`src/rtl/instr_mem_loader.sv`:
```
// instr_mem_loader: writer side of the program-load port.
// Takes a byte stream ([len_lo][len_hi][word bytes, little-endian]...) over a
// valid/ready handshake, builds DATA_WIDTH-bit words and writes them to
// instruction memory at sequential word addresses. prog_ready is raised once
// every word is stored; load_err flags a length that does not fit.
// Optional feature macro: LOADER_CHECKSUM_EN adds a trailing XOR checksum byte.
module instr_mem_loader #(
  parameter int DATA_WIDTH = 32,
  parameter int ADDR_WIDTH = 8,
  parameter int MEM_DEPTH  = 256
) (
  input  logic                  clk,
  input  logic                  arst,
  input  logic                  start,
  input  logic                  byte_valid,
  input  logic [7:0]            byte_data,
  output logic                  byte_ready,
  output logic                  w_en,
  output logic [ADDR_WIDTH-1:0] w_addr,
  output logic [DATA_WIDTH-1:0] instruction,
  output logic                  prog_ready,
  output logic                  load_err
);

  localparam int BYTES = DATA_WIDTH / 8;
  localparam int BW    = (BYTES > 1) ? $clog2(BYTES) : 1;
  // Word counter is one bit wider than the 16-bit length so it can reach len
  // without wrapping even when len == 65535.
  localparam logic [16:0] DEPTH = 17'(MEM_DEPTH);

`ifdef LOADER_CHECKSUM_EN
  typedef enum logic [2:0] {IDLE, LEN_LO, LEN_HI, DATA, CSUM, DONE, ERR} state_t;
`else
  typedef enum logic [2:0] {IDLE, LEN_LO, LEN_HI, DATA, DONE, ERR} state_t;
`endif

  state_t                state;
  logic [7:0]            len_lo;
  logic [15:0]           len;
  logic [16:0]           word_idx;
  logic [BW-1:0]         byte_idx;
  logic [DATA_WIDTH-1:0] shreg;
  logic [DATA_WIDTH-1:0] word_next;
  logic [15:0]           new_len;
  logic                  xfer;
  logic                  last_byte;
`ifdef LOADER_CHECKSUM_EN
  logic [7:0]            csum;
`endif

  // Incoming bytes enter at the top so that byte 0 ends up in bits [7:0].
  generate
    if (DATA_WIDTH > 8) begin : g_wide
      assign word_next = {byte_data, shreg[DATA_WIDTH-1:8]};
    end else begin : g_narrow
      assign word_next = byte_data;
    end
  endgenerate

  assign new_len   = {byte_data, len_lo};
  assign xfer      = byte_valid & byte_ready;
  assign last_byte = (byte_idx == BW'(BYTES - 1));

  // Ready only in byte-consuming states; start always wins over a transfer.
  always_comb begin
    byte_ready = 1'b0;
    if (!start) begin
      case (state)
        LEN_LO, LEN_HI, DATA: byte_ready = 1'b1;
`ifdef LOADER_CHECKSUM_EN
        CSUM:                 byte_ready = 1'b1;
`endif
        default:              byte_ready = 1'b0;
      endcase
    end
  end

  // Load FSM with registered write port and status outputs.
  always_ff @(posedge clk or posedge arst) begin
    if (arst) begin
      state       <= IDLE;
      len_lo      <= '0;
      len         <= '0;
      word_idx    <= '0;
      byte_idx    <= '0;
      shreg       <= '0;
      w_en        <= 1'b0;
      w_addr      <= '0;
      instruction <= '0;
      prog_ready  <= 1'b0;
      load_err    <= 1'b0;
`ifdef LOADER_CHECKSUM_EN
      csum        <= '0;
`endif
    end else begin
      w_en <= 1'b0;
      if (start) begin
        // Abort anything in flight; a partially assembled word is dropped.
        state      <= LEN_LO;
        prog_ready <= 1'b0;
        load_err   <= 1'b0;
        word_idx   <= '0;
        byte_idx   <= '0;
        shreg      <= '0;
`ifdef LOADER_CHECKSUM_EN
        csum       <= '0;
`endif
      end else begin
        case (state)
          IDLE: ;
          LEN_LO: begin
            if (xfer) begin
              len_lo <= byte_data;
              state  <= LEN_HI;
            end
          end
          LEN_HI: begin
            if (xfer) begin
              len <= new_len;
              if (new_len == 16'd0) begin
`ifdef LOADER_CHECKSUM_EN
                state <= CSUM;
`else
                state <= DONE;
`endif
              end else if ({1'b0, new_len} > DEPTH) begin
                state    <= ERR;
                load_err <= 1'b1;
              end else begin
                state <= DATA;
              end
            end
          end
          DATA: begin
            if (xfer) begin
`ifdef LOADER_CHECKSUM_EN
              csum <= csum ^ byte_data;
`endif
              if (last_byte) begin
                byte_idx    <= '0;
                shreg       <= '0;
                w_en        <= 1'b1;
                w_addr      <= word_idx[ADDR_WIDTH-1:0];
                instruction <= word_next;
                word_idx    <= word_idx + 17'd1;
                if ((word_idx + 17'd1) == {1'b0, len}) begin
`ifdef LOADER_CHECKSUM_EN
                  state <= CSUM;
`else
                  state <= DONE;
`endif
                end
              end else begin
                shreg    <= word_next;
                byte_idx <= byte_idx + BW'(1);
              end
            end
          end
`ifdef LOADER_CHECKSUM_EN
          CSUM: begin
            if (xfer) begin
              if (byte_data == csum) begin
                state <= DONE;
              end else begin
                state    <= ERR;
                load_err <= 1'b1;
              end
            end
          end
`endif
          DONE: begin
            // Entered on the edge that raises the final w_en, so this
            // appears one cycle after it.
            prog_ready <= 1'b1;
          end
          ERR: begin
            load_err   <= 1'b1;
            prog_ready <= 1'b0;
          end
          default: state <= IDLE;
        endcase
      end
    end
  end

endmodule

```
`config.mk`:
```
export PLATFORM = sky130hd
export DESIGN_NAME = instr_mem_loader
export DESIGN_NICKNAME = d
export VERILOG_FILES = /design/src/rtl/instr_mem_loader.sv
export SDC_FILE = /design/constraint.sdc
export NUM_CORES = 1
export LEC_CHECK = 0
export BUFFER_PORTS_ARGS = -buffer_cell sky130_fd_sc_hd__buf_2
export CORE_MARGIN = 3
export CORE_UTILIZATION = 49
export DETAILED_ROUTE_END_ITERATION = 10
export GPL_TIMING_DRIVEN = 1
export PLACE_DENSITY_LB_ADDON = 0.1
export SKIP_LAST_GASP = 1
export SLEW_MARGIN = 20
export SYNTH_ARGS = -nofsm -noshare
export SYNTH_HDL_FRONTEND = slang
export SYNTH_SLANG_ARGS = --single-unit
```
`constraint.sdc`:
```
create_clock -name clk -period 3.9 [get_ports clk]
set_input_delay 0 -clock clk [delete_from_list [all_inputs] [get_ports clk]]
set_output_delay 0 -clock clk [all_outputs]
set_load 0.05 [all_outputs]
```
==> impl_metrics.ini <==
[synth]
synth-edff-count = 0
synth_top_family_by_area = multiplexers
synth_compound_area_frac = 0.0873
yosys.area_share.simple = 0.114
syn_area_per_cell_um2 = 12.3
synthesis.nets = 425
synthXorXnorAreaFrac = 0.0606
synth_flop_cell = dfrtp_1
ys_types = 46
async_flop_share = 1.00
synthAdderAreaFrac = 0.00495
syn_area_mm2 = 0.00506
synth.area.mux_share = 0.148
syn_inst = 411
synth-seq-cells = 113
synth-seq-area-share = 0.559
synth_warnings = 0

[setup_path]
cp-endpoint = state[0]
slowest_delay_ns = 0.49
regToRegStartpoint = word_idx[0]
r2r_cells = 8
cp_data_arrival_time_ns = 3.03
reg2reg_slack_ns = 1.27
critPathLaunch = word_idx[0]
worstPathRequired_ns = 4.30
worstSetupPathType = reg -> reg
crit_path_cell_trace = ha_1 > nand4_1 > nor4_1 > xnor2_1 > o2111ai_1 > nor4_2 > o31ai_1 > o21bai_1
rr_endpoint = state[0]
endpoint_kind = register
crit_path_top_delay_cell = dfrtp_1
crit_fanout = 7
cp-start-kind = register

[power_and_ir_drop]
p_int_mw = 2.38
switchingPower_mw = 0.869
irDropWorstVdd_mv = 0.283
power.leakage_nw = 2.91
clkPwrFrac = 0.459
swShare = 0.267
pwr-share-comb = 0.114
cellPowerDensity_mw_per_mm2 = 529
seqPwrFrac = 0.428

[sta]
slew_headroom = 0.503
hold_ws_ns = 0.178
final-max-slew-violation-count = 0
finalCritPeriodShare = 0.674
final_hold_viol_count = 0
finalSetupViolCount = 0
tns_ns = 0
period_minus_slack_ns = 2.63
rsz0062_at_grt = false
worst_slew_pin_slew_ns = 0.745
timing.fmax_mhz = 380
fin_ws_ns = 1.27
fin_skew_ns = 0.00843

[placement]
dp_hpwl_um = 7350
place_ws_ns = 1.32
place_congestion = 0.942
io_buffers = 55

[detailed_routing]
final_antenna_net_count = 0
drc = 0
first_pass_iters = 4
wl_per_cell_um = 17.4
drt_wl_total_um = 11000
viasPerCell = 5.48
dr_total_vias = 3446
initialDrtViolationCount = 194

[status]
status = finished clean

[floorplanning]
die_area_mm2 = 0.0116
dieWidth_um = 108
io_pins = 56
rows = 36
coreArea_mm2 = 0.00991
dieHeight_um = 108
start_util = 0.511

[grt]
grt_max_degree = 87
grt-ovfl-total = 0
antenna_found_initial = 0
grtUsageTotal = 0.204
grt_first_pass_wirelength_um = 18100
first_global_vias = 3503

[final_layout]
fin_nets = 497
area_delta_synth_final_pct = 21.4
final_cell_mix = dfrtp_1, mux2_2, buf_2
num_antenna_cells = 0
final_common_cell = dfrtp_1
drive_above_1_share = 0.339

[cts]
numCtsBuffers = 17
clock_path_buffers = 2
clkTransAtPathRegs_ns = 0.06
post_cts_resized = 0
cts_root_buf = clkbuf_8
h-tree-depth = 4
clock_latency_ns = 0.52
clkSinkCount = 113
cts_tree = done

[hold_path]
hp-class = in -> async

[flow_run]
cap_violations = 0
-- per-layer routing --
metal / GRT usage / up-vias / part of all wire
met2: 0.309 / 70 / 0.47
met1: 0.286 / 1742 / 0.49
met5: 0 / - / 0
li1: - / 1629 / -
met3: 0.0402 / 5 / 0.037
met4: 0.0902 / 0 / 0.0065
-- cells by family (layout without fill, tap and decap cells) --
group,after synthesis,in the layout
flops,113,113
simple gates,108,108
mux,67,67
compound gates,59,59
xor+xnor,35,35
buf+inv,27,112
fa+ha+maj,2,2
-- synthesized netlist by cell type, types with 2 or more instances --
| cell type | instances | area (µm²) |
|---|---|---|
| nor3_2 | 2 | 20.0 |
| o21ai_0 | 7 | 35.0 |
| ha_1 | 2 | 25.0 |
| xnor2_1 | 22 | 193 |
| clkbuf_1 | 7 | 26.3 |
| o31ai_1 | 3 | 22.5 |
| buf_2 | 7 | 35.0 |
| nand3_2 | 2 | 20.0 |
| nand2b_1 | 2 | 12.5 |
| or3_1 | 8 | 50.1 |
| nor3_1 | 13 | 65.1 |
| o21a_1 | 2 | 15.0 |
| dfrtp_1 | 113 | 2830 |
| o2111ai_1 | 2 | 17.5 |
| inv_1 | 8 | 30.0 |
| nor4_1 | 8 | 50.1 |
| nand4_1 | 6 | 37.5 |
| o2bb2ai_1 | 2 | 17.5 |
| nor2b_1 | 5 | 31.3 |
| a21oi_1 | 10 | 50.1 |
| nand2_1 | 21 | 78.8 |
| xor2_1 | 13 | 114 |
| a22o_1 | 24 | 210 |
| mux2_2 | 64 | 721 |
| nand3_1 | 10 | 50.1 |
| and3_1 | 2 | 12.5 |
| nor2_1 | 21 | 78.8 |
| buf_4 | 5 | 37.5 |
| mux2i_1 | 3 | 30.0 |
-- sequential cells by signal (all words and copies together) (netlist names), 2 cells and up --
register	flops
byte_idx	2
len	16
state	3
shreg	24
word_idx	17
w_addr	8
instruction	32
len_lo	8
-- final cells by class --
| cell class | count | area (µm²) |
|---|---|---|
| Clock buffer | 18 | 418 |
| Clock inverter | 14 | 158 |
| Fill cell | 826 | 3760 |
| Inverter | 8 | 35.0 |
| Multi-Input combinational cell | 271 | 2110 |
| Sequential cell | 113 | 2830 |
| Tap cell | 133 | 166 |
| Timing Repair Buffer | 72 | 430 |
-- power groups by stage --
stage          Combinational [mW]  Sequential, mW  Clock, mW
6_report                    0.369            1.39       1.49
5_1_grt                     0.405            1.40       1.56
4_1_cts                     0.369            1.39       1.51
3_5_place_dp                0.357            1.41          0
3_3_place_gp                0.351            1.41          0
2_1_floorplan               0.287            1.37          0
-- worst max-delay path, delay by kind of cell (launching register included) --
| family | cells | cell delay (ns) |
|---|---|---|
| AND/OR/NAND/NOR | 3 | 1.09 |
| adder cells (fa/ha/maj) | 1 | 0.30 |
| flip-flops | 1 | 0.49 |
| XOR/XNOR | 1 | 0.19 |
| AO/OA/AOI/OAI | 3 | 0.45 |
-- how the worst min path moves through the flow --
stage | to | slack, ns | depth (start not counted)
after floorplan | shreg[24] | 0.13 | 1
after global placement | shreg[30] | 0.29 | 2
after detailed placement | shreg[30] | 0.30 | 2
after CTS | shreg[29] | 0.29 | 3
after global routing | shreg[24] | 0.26 | 3
final | shreg[8] | 0.18 | 3
-- timing repair --
action | CTS | global route
setup endpoints to repair | 0 | 0
endpoints found under the hold margin | 137 | 0
buffers inserted | 0 | 0
hold buffers | 11 | 0
-- stage by stage --
stage                     cell area [µm²]  power [mW]  cells  utilization
after global placement               5460        1.76    586        0.551
after detailed placement             5460        1.77    586        0.551
after global routing                 6140        3.37    629        0.620
after floorplan                      5060        1.65    411            -
final                                6140        3.25    629        0.620
after CTS                            6140        3.27    629        0.620
(Power assumes the default switching activity.)
